===== src/rtl/rf_pkg.sv =====
// rf_pkg: shared definitions for the register-file sequencer.
//   - opcode encodings OP_NOP..OP_HALT
//   - instruction field slice positions
//   - sequencer state encoding (ST_INIT is only reached when the
//     build defines RF_INIT_SWEEP_EN)
package rf_pkg;

   localparam logic [3:0] OP_NOP  = 4'h0;
   localparam logic [3:0] OP_LDI  = 4'h1;
   localparam logic [3:0] OP_MOV  = 4'h2;
   localparam logic [3:0] OP_ADD  = 4'h3;
   localparam logic [3:0] OP_SUB  = 4'h4;
   localparam logic [3:0] OP_AND  = 4'h5;
   localparam logic [3:0] OP_OR   = 4'h6;
   localparam logic [3:0] OP_XOR  = 4'h7;
   localparam logic [3:0] OP_NOT  = 4'h8;
   localparam logic [3:0] OP_INC  = 4'h9;
   localparam logic [3:0] OP_HALT = 4'hF;

   localparam int unsigned OPC_MSB  = 15;
   localparam int unsigned OPC_LSB  = 12;
   localparam int unsigned DEST_MSB = 11;
   localparam int unsigned DEST_LSB = 9;
   localparam int unsigned SRCA_MSB = 8;
   localparam int unsigned SRCA_LSB = 6;
   localparam int unsigned SRCB_MSB = 5;
   localparam int unsigned SRCB_LSB = 3;
   localparam int unsigned IMM_MSB  = 7;
   localparam int unsigned IMM_LSB  = 0;

   typedef enum logic [2:0] {
      ST_IDLE,
      ST_READ,
      ST_EXEC,
      ST_WB,
      ST_HALT,
      ST_INIT
   } state_e;

endpackage


===== src/rtl/rf_sequencer_if.sv =====
// rf_sequencer_if: instruction handshake plus register-file/ALU control bus.
//   master : instruction source / datapath side (drives instr, instr_valid)
//   slave  : rf_sequencer side (drives instr_ready and all control outputs)
interface rf_sequencer_if #(
   parameter int unsigned DW  = 8,
   parameter int unsigned RAW = 3,
   parameter int unsigned IW  = 16
) ();

   logic [IW-1:0]  instr;
   logic           instr_valid;
   logic           instr_ready;
   logic [RAW-1:0] AA;
   logic [RAW-1:0] BA;
   logic [RAW-1:0] DA;
   logic           RW;
   logic [3:0]     FS;
   logic           MD;
   logic [DW-1:0]  imm;
   logic           op_load;
   logic           done;
   logic           halted;
   logic           illegal;

   modport master (
      output instr, instr_valid,
      input  instr_ready, AA, BA, DA, RW, FS, MD, imm, op_load, done, halted, illegal
   );

   modport slave (
      input  instr, instr_valid,
      output instr_ready, AA, BA, DA, RW, FS, MD, imm, op_load, done, halted, illegal
   );

endinterface


===== src/rtl/rf_decoder.sv =====
// rf_decoder: combinational opcode classification.
//   opcode     in  : instruction opcode field
//   uses_alu   out : MOV/ADD/SUB/AND/OR/XOR/NOT/INC (read, exec, write back)
//   uses_imm   out : LDI (write immediate)
//   is_halt    out : HALT
//   is_illegal out : opcodes 0xA..0xE
module rf_decoder
   import rf_pkg::*;
(
   input  logic [3:0] opcode,
   output logic       uses_alu,
   output logic       uses_imm,
   output logic       is_halt,
   output logic       is_illegal
);

   always_comb begin
      uses_alu   = 1'b0;
      uses_imm   = 1'b0;
      is_halt    = 1'b0;
      is_illegal = 1'b0;
      case (opcode)
         OP_NOP: ;
         OP_LDI: uses_imm = 1'b1;
         OP_MOV, OP_ADD, OP_SUB, OP_AND, OP_OR,
         OP_XOR, OP_NOT, OP_INC: uses_alu = 1'b1;
         OP_HALT: is_halt = 1'b1;
         default: is_illegal = 1'b1;
      endcase
   end

endmodule


===== src/rtl/rf_sequencer.sv =====
// rf_sequencer: multi-cycle control unit for the 8x8 register-file datapath.
//   clk   : rising-edge clock
//   reset : synchronous active-high reset
//   bus   : rf_sequencer_if.slave -- instr/instr_valid/instr_ready handshake,
//           AA/BA/DA selects, RW, FS, MD, imm, op_load, done, halted, illegal
// Build option RF_INIT_SWEEP_EN: after reset, sweep zeros into R0..R7
// (one register per cycle) before accepting instructions.
module rf_sequencer
   import rf_pkg::*;
#(
   parameter int unsigned DW  = 8,
   parameter int unsigned RAW = 3,
   parameter int unsigned IW  = 16
) (
   input  logic          clk,
   input  logic          reset,
   rf_sequencer_if.slave bus
);

   state_e         state_q, state_d;
   logic [RAW-1:0] aa_q, aa_d;
   logic [RAW-1:0] ba_q, ba_d;
   logic [RAW-1:0] da_q, da_d;
   logic [3:0]     fs_q, fs_d;
   logic [DW-1:0]  imm_q, imm_d;
   logic           md_q, md_d;
   logic           illegal_q, illegal_d;
   logic           nop_done_q, nop_done_d;

   logic uses_alu, uses_imm, is_halt, is_illegal;
   logic transfer;

`ifdef RF_INIT_SWEEP_EN
   logic [RAW-1:0] init_cnt_q, init_cnt_d;
   localparam state_e RESET_STATE = ST_INIT;
`else
   localparam state_e RESET_STATE = ST_IDLE;
`endif

   // Decode the incoming word so the first post-acceptance state can
   // already be WB (LDI), HALT, or IDLE (NOP/illegal).
   rf_decoder u_decoder (
      .opcode    (bus.instr[OPC_MSB:OPC_LSB]),
      .uses_alu  (uses_alu),
      .uses_imm  (uses_imm),
      .is_halt   (is_halt),
      .is_illegal(is_illegal)
   );

   assign transfer = bus.instr_valid && (state_q == ST_IDLE);

   always_comb begin
      state_d    = state_q;
      aa_d       = aa_q;
      ba_d       = ba_q;
      da_d       = da_q;
      fs_d       = fs_q;
      imm_d      = imm_q;
      md_d       = md_q;
      illegal_d  = illegal_q;
      nop_done_d = 1'b0;
`ifdef RF_INIT_SWEEP_EN
      init_cnt_d = init_cnt_q;
`endif
      case (state_q)
         ST_IDLE: begin
            if (transfer) begin
               aa_d  = bus.instr[SRCA_MSB:SRCA_LSB];
               ba_d  = bus.instr[SRCB_MSB:SRCB_LSB];
               da_d  = bus.instr[DEST_MSB:DEST_LSB];
               fs_d  = bus.instr[OPC_MSB:OPC_LSB];
               imm_d = bus.instr[IMM_MSB:IMM_LSB];
               md_d  = uses_imm;
               if (uses_imm) begin
                  state_d = ST_WB;
               end else if (is_halt) begin
                  state_d = ST_HALT;
               end else if (uses_alu) begin
                  state_d = ST_READ;
               end else begin
                  // NOP and undefined opcodes retire next cycle from IDLE.
                  nop_done_d = 1'b1;
                  illegal_d  = illegal_q | is_illegal;
               end
            end
         end
         ST_READ: state_d = ST_EXEC;
         ST_EXEC: state_d = ST_WB;
         ST_WB:   state_d = ST_IDLE;
         ST_HALT: state_d = ST_HALT;
         ST_INIT: begin
`ifdef RF_INIT_SWEEP_EN
            init_cnt_d = init_cnt_q + 1'b1;
            if (init_cnt_q == '1) begin
               state_d = ST_IDLE;
            end
`else
            state_d = ST_IDLE;
`endif
         end
         default: state_d = ST_IDLE;
      endcase
   end

   // Pulses are masked while reset is high so a reset landing in WB
   // aborts the write in that same cycle.
   always_comb begin
      bus.instr_ready = (state_q == ST_IDLE);
      bus.AA          = aa_q;
      bus.BA          = ba_q;
      bus.DA          = da_q;
      bus.FS          = fs_q;
      bus.imm         = imm_q;
      bus.op_load     = !reset && (state_q == ST_READ);
      bus.RW          = !reset && (state_q == ST_WB);
      bus.MD          = !reset && (state_q == ST_WB) && md_q;
      bus.done        = !reset && ((state_q == ST_WB) || nop_done_q);
      bus.halted      = (state_q == ST_HALT);
      bus.illegal     = illegal_q;
`ifdef RF_INIT_SWEEP_EN
      if (state_q == ST_INIT) begin
         bus.RW  = !reset;
         bus.MD  = !reset;
         bus.DA  = init_cnt_q;
         bus.imm = '0;
      end
`endif
   end

   always_ff @(posedge clk) begin
      if (reset) begin
         state_q    <= RESET_STATE;
         aa_q       <= '0;
         ba_q       <= '0;
         da_q       <= '0;
         fs_q       <= '0;
         imm_q      <= '0;
         md_q       <= 1'b0;
         illegal_q  <= 1'b0;
         nop_done_q <= 1'b0;
`ifdef RF_INIT_SWEEP_EN
         init_cnt_q <= '0;
`endif
      end else begin
         state_q    <= state_d;
         aa_q       <= aa_d;
         ba_q       <= ba_d;
         da_q       <= da_d;
         fs_q       <= fs_d;
         imm_q      <= imm_d;
         md_q       <= md_d;
         illegal_q  <= illegal_d;
         nop_done_q <= nop_done_d;
`ifdef RF_INIT_SWEEP_EN
         init_cnt_q <= init_cnt_d;
`endif
      end
   end

endmodule


===== src/flat_wrapper.sv =====
// flat-port wrapper written by rule: the top's interface ports become plain ports
module rf_sequencer_flat import rf_pkg::*;
#(
   parameter int unsigned DW  = 8,
   parameter int unsigned RAW = 3,
   parameter int unsigned IW  = 16
)
  (clk, reset, bus_instr, bus_instr_valid, bus_instr_ready, bus_AA, bus_BA, bus_DA, bus_RW, bus_FS, bus_MD, bus_imm, bus_op_load, bus_done, bus_halted, bus_illegal);
  rf_sequencer_if #(.DW(DW), .RAW(RAW), .IW(IW)) bus_i ();
  input  logic clk;
  input  logic reset;
  input wire logic [$bits(bus_i.instr)-1:0] bus_instr;
  input wire logic [$bits(bus_i.instr_valid)-1:0] bus_instr_valid;
  output wire logic [$bits(bus_i.instr_ready)-1:0] bus_instr_ready;
  output wire logic [$bits(bus_i.AA)-1:0] bus_AA;
  output wire logic [$bits(bus_i.BA)-1:0] bus_BA;
  output wire logic [$bits(bus_i.DA)-1:0] bus_DA;
  output wire logic [$bits(bus_i.RW)-1:0] bus_RW;
  output wire logic [$bits(bus_i.FS)-1:0] bus_FS;
  output wire logic [$bits(bus_i.MD)-1:0] bus_MD;
  output wire logic [$bits(bus_i.imm)-1:0] bus_imm;
  output wire logic [$bits(bus_i.op_load)-1:0] bus_op_load;
  output wire logic [$bits(bus_i.done)-1:0] bus_done;
  output wire logic [$bits(bus_i.halted)-1:0] bus_halted;
  output wire logic [$bits(bus_i.illegal)-1:0] bus_illegal;
  assign bus_i.instr = bus_instr;
  assign bus_i.instr_valid = bus_instr_valid;
  assign bus_instr_ready = bus_i.instr_ready;
  assign bus_AA = bus_i.AA;
  assign bus_BA = bus_i.BA;
  assign bus_DA = bus_i.DA;
  assign bus_RW = bus_i.RW;
  assign bus_FS = bus_i.FS;
  assign bus_MD = bus_i.MD;
  assign bus_imm = bus_i.imm;
  assign bus_op_load = bus_i.op_load;
  assign bus_done = bus_i.done;
  assign bus_halted = bus_i.halted;
  assign bus_illegal = bus_i.illegal;
  rf_sequencer #(.DW(DW), .RAW(RAW), .IW(IW)) u_core (.clk(clk), .reset(reset), .bus(bus_i));
endmodule

===== config.mk =====
export PLATFORM = sky130hd
export DESIGN_NAME = rf_sequencer_flat
export DESIGN_NICKNAME = d
export VERILOG_FILES = /design/src/rtl/rf_pkg.sv /design/src/rtl/rf_sequencer_if.sv /design/src/rtl/rf_decoder.sv /design/src/rtl/rf_sequencer.sv /design/src/flat_wrapper.sv
export SDC_FILE = /design/constraint.sdc
export NUM_CORES = 1
export LEC_CHECK = 0
export BUFFER_PORTS_ARGS = -buffer_cell sky130_fd_sc_hd__buf_4
export CORE_MARGIN = 4
export CORE_UTILIZATION = 48
export CTS_CLUSTER_DIAMETER = 80
export DETAILED_ROUTE_END_ITERATION = 8
export PLACE_DENSITY = 0.94
export SYNTH_ARGS = -nofsm -noshare
export SYNTH_HDL_FRONTEND = slang
export SYNTH_HIERARCHICAL = 1
export SYNTH_SLANG_ARGS = --single-unit

===== constraint.sdc =====
create_clock -name clk -period 3.01 [get_ports clk]
set_input_delay 0.4515 -clock clk [delete_from_list [all_inputs] [get_ports clk]]
set_output_delay 0.4515 -clock clk [all_outputs]
set_load 0.005 [all_outputs]

Word level (Yosys, flattened, before mapping). Cells that the tools add are included. W data, S select, Z words.

Eq/ne operators: 16. Muxes and demuxes: 10. Bitwise gates (word level): 6. Reductions and logical operators: 15.

Operators by type and width (number): $eq A4 B3 Y1 const B (4); $eq A4 B4 Y1 const B (3); $mux W3 (4); $pmux W3 S4 (1); $reduce_or A11 Y1 (1); $eq A4 B2 Y1 const B (2); $reduce_or A8 Y1 (1); $eq A3 B2 Y1 const B (2); $logic_and A1 B1 Y1 (5); $mux W1 (5); $not A1 Y1 (5); $reduce_and A5 Y1 (1); $reduce_or A5 Y1 (1); $eq A4 B1 Y1 const B (1); $logic_not A4 Y1 (1); $ne A4 B1 Y1 const B (1); $reduce_and A2 Y1 (2); $eq A3 B1 Y1 const B (1); $eq A3 B3 Y1 const B (1); $logic_not A3 Y1 (1); $ne A2 B1 Y1 const B (1); $logic_not A1 Y1 (1); $logic_or A1 B1 Y1 (1); $or A1 B1 Y1 (1).

Register bits after elaboration: 27. Input port bits: 19. Output and inout bits: 28. Word-level logic and storage cells: 56.

Longest topological paths before layout.
Depth in word-level cells: 8. Mapped depth: 6. Mapped depth without buffers: 5.

By module. The synthesis kept the hierarchy.

Modules (own cells, without submodules): rf_sequencer (times used 1, cells each 110, area each 923.4 sq um, sequential area each 440.4 sq um); rf_decoder (times used 1, cells each 6, area each 48.8 sq um, sequential area each 0.0 sq um).

Worst setup path before layout. OpenSTA, ideal clock, no wires.

Kind: input to register. From: input bus_instr[13]. To: register u_core.state_q[0]. Setup time: 0.114 ns. Arrival: 1.337 ns. Required time: 2.896 ns. Slack: 1.558 ns. Stages: 3. Buffers on the path: 0. Cell sequence: nor4b_2 o21ai_0 a2111oi_0.

Cells in the longest elaborated chain, start to end: 6. Elaborated cells on any way between the ends: 20. Classes of those cells: eq/ne: 11; mux: 7; reduce/logical: 2.

RTL lines: from (decl) (line flat_wrapper.sv:12) `input wire logic [$bits(bus_i.instr)-1:0] bus_instr;`; $eq A4 B4 Y1 (line rf_decoder.sv:22) `case (opcode)`; $mux W1 (line rf_decoder.sv:22); $mux W3 (line rf_sequencer.sv:76) `end else if (is_halt) begin`; $mux W3 (line rf_sequencer.sv:74) `if (uses_imm) begin`; $mux W3 (line rf_sequencer.sv:67) `if (transfer) begin`; $pmux W3 S4 (line rf_sequencer.sv:65) `case (state_q)`; to (signal assigned) (line rf_sequencer.sv:145) `state_q <= state_d;`; to (decl) (line rf_sequencer.sv:20) `state_e state_q, state_d;`.

Several ways; a longest one is shown, not always the timed one. The select of a mux whose other input is x is not followed. A chain may end at the register's enable or synchronous reset.

Worst setup path in the final report.
From: register u_core.state_q[1]. To: output bus_MD.

Cells in the longest elaborated chain, start to end: 3.

RTL lines: $eq A3 B2 Y1 (line rf_sequencer.sv:116) `bus.MD = !reset && (state_q == ST_WB) && md_q;`; $logic_and A1 B1 Y1 (2 in series) (line rf_sequencer.sv:116); to (decl) (line flat_wrapper.sv:20) `output wire logic [$bits(bus_i.MD)-1:0] bus_MD;`.

No other way between the ends.

==> impl_metrics.yaml <==
outcome:
  status: "completed"
pwr:
  p_per_area_nw_per_um2: 487
  p_int_mw: 0.459
  clkPwrFrac_pct: 25.3
  power_leakage_nw: 0.572
  pwr-share-comb_pct: 21.3
  p_sw_mw: 0.166
  pwr-share-seq_pct: 53.3
  swShare_pct: 26.6
  vdd_drop_max_v: 0.000309
worst_setup_path:
  worst_ep_arrival_time_ns: 1.51
  critPathMaxFanout: 10
  crit_start: "u_core/state_q[1]"
  crit_path_end_kind: "output port"
  endpoint: "bus_MD"
  cp.required_ns: 2.56
  critical_path_class: "flop to output port"
  startpoint_type: "flop"
  rr_worst_depth: 3
  rr_endpoint: "u_core/bus.FS[3]"
  r2r_start: "u_core/state_q[2]"
  r2r_setup_slack_ns: 1.39
synthesis:
  synth-xor-area-share_pct: 0.901
  synth_largest_area_cell: "dfxtp_1"
  synthesis.area_um2: 972
  synth_fa_ha_area_share_pct: 0
  netlist-cell-type-count: 28
  synth_compound_area_share_pct: 15.1
  netlist_top_cells_area: "dfxtp_1 (45%), nand2_1 (14%), a21oi_1 (8.8%)"
  synth-simple-area-share_pct: 27.0
  synth_nets: 135
  synth.top_cell.area_share_pct: 45.3
  avgSynthCellArea_um2: 8.38
  ys_seq_area_share_pct: 45.3
  synth_mux_area_share_pct: 0
  synth_top_family_by_area: "simple AND/OR/NAND/NOR gates"
  synthCells: 116
  ys.warnings.count: 6
  synth-seq-cells: 22
clocking:
  cts_buffers: 3
  clockBufferDepth: 2
  cts_tree: "done"
  cts_setup_buffers: 0
  path_clk_slew_ns: 0.12
  cts_hold_buf: 0
  cts.repair.resized: 0
  clock-root-buffer: "clkbuf_4"
  htreeDepth: 1
  insertion_delay_ns: 0.30
  clock-sinks: 22
final_layout:
  nets: 173
  n_antenna_cell: 0
  layout-drive-gt1-share_pct: 35.3
  fin_area_um2: 1280
  final_cells: 180
  area_growth_pct: 32.2
  fin_util_pct: 66.2
timing:
  skew_ns: 0.0121
  setup_viol: 0
  tightest_slew_ns: 0.859
  slew_violations: 0
  setup_tns_ns: 0
  report.final.hold_viol_count: 0
  period_needed_ns: 1.97
  worst_hold_slack_ns: 0.379
  max_slew_margin_pct: 42.5
  fmax_mhz: 509
  fin_crit_sh_pct: 65.3
  rsz0062_at_grt: "false"
die:
  fp.dieArea_um2: 2810
  core_um2: 1940
  chipWidth_um: 53.0
  initial_utilization_pct: 50.1
  fp-row-count: 16
  die_h_um: 53.0
  boundaryPins: 47
global_route:
  globalRoute.totalOverflow: 0
  grt_pass1_wl_um: 3520
  grt_pass1_vias: 810
  grt_max_degree: 26
  grt.total_usage_pct: 16.7
  antenna_found_initial: 0
detailed_routing:
  routed_wl_um: 2220
  routed_via_density: 5.16
  drc: 0
  routedWlPerCell_um: 12.4
  drtAntennaViolNets: 0
  dr.pass1.iters: 4
  via_count: 928
  drt_iter0_drc: 23
placement:
  placed_area_um2: 1250
  port_buffers: 46
  place_congestion: 0.689
  placed_cells: 176
  hpwl_um: 1670
run:
  maxCapViolCount: 0
min_path:
  hp-class: "input port to flop"
power groups by stage:
stage                     registers [mW]  logic (mW)  clock network (mW)
final                              0.334       0.133               0.158
after global routing               0.338       0.148               0.174
after CTS                          0.334       0.135               0.164
after detailed placement           0.340       0.134                   0
after global placement             0.339       0.130                   0
after floorplan                    0.332      0.0861                   0
metrics by stage:
step	setup WS, ns	power, mW
2_1_floorplan	1.56	0.418
3_3_place_gp	1.35	0.469
3_5_place_dp	1.28	0.474
4_1_cts	1.03	0.632
5_1_grt	0.878	0.660
6_report	1.04	0.626
placed cells by master (no fill, tap or decap), drive strengths merged:
cell,count
buf,46
nand2,35
dfxtp,22
a21oi,17
clkbuf,4
nor3,3
inv,3
nor2,3
a31oi,3
nor4b,3
a2111oi,2
o21ai,2
nor3b,1
and2,1
a21o,1
or4b,1
or4,1
a211oi,1
nor2b,1
nor4,1
and4,1
xnor2,1
how the worst min path moves through the flow:
| stage | startpoint | to | cells after the start |
|---|---|---|---|
| 3_5_place_dp | u_core/md_q | u_core/md_q | 2 |
| 6_report | bus_instr[7] | u_core/bus.AA[1] | 3 |
| 4_1_cts | bus_instr[7] | u_core/bus.AA[1] | 3 |
| 3_3_place_gp | u_core/bus.DA[2] | u_core/bus.DA[2] | 2 |
| 5_1_grt | bus_instr[9] | u_core/bus.DA[0] | 3 |
| 2_1_floorplan | u_core/md_q | u_core/md_q | 2 |
sequential cells by signal (all words and copies together) (netlist names):
| signal | count |
|---|---|
| u_core/bus.FS | 4 |
| u_core/bus.AA | 3 |
| u_core/bus.BA | 2 |
| u_core/bus.DA | 3 |
| u_core/nop_done_q | 1 |
| u_core/state_q | 3 |
| u_core/bus.illegal | 1 |
| u_core/md_q | 1 |
| u_core/bus.imm | 4 |
cell type report:
| cell class | instances | area [um^2] |
|---|---|---|
| Fill cell | 168 | 657 |
| Sequential cell | 22 | 440 |
| Tap cell | 27 | 33.8 |
| Inverter | 3 | 11.3 |
| Multi-Input combinational cell | 78 | 418 |
| Timing Repair Buffer | 46 | 345 |
| Clock buffer | 4 | 36.3 |
kinds of logic after synthesis:
family | after synthesis
AOI/OAI and AO/OA | 26
xor gates and xnor gates | 1
buffers and inverters | 16
DFF | 22
and+or+nand+nor | 51
critical path, cell delays in order (launching register included):
cell	delay, ns
dfxtp_1	0.57
nand2_1	0.10
nor3_1	0.26
and2_1	0.18
buf_4	0.11
Yosys cell counts (all sizes together):
master    n
and2      1
and4      1
a2111oi   2
nor4b     3
inv       3
a31oi     3
a21oi    17
a211oi    1
xnor2     1
nor2b     1
o21ai     2
nor4      1
buf      11
or4b      1
dfxtp    22
nand2    35
nor2      3
clkbuf    2
or4       1
a21o      1
nor3b     1
nor3      3
routing by layer:
layer | share of wire (%) | track usage (%)
met1 | 38 | 20.2
met2 | 52 | 29.1
met3 | 10 | 3.94
met4 | 0 | 5.11
met5 | 0 | 0
No activity file was read; power rests on OpenSTA's default activity.
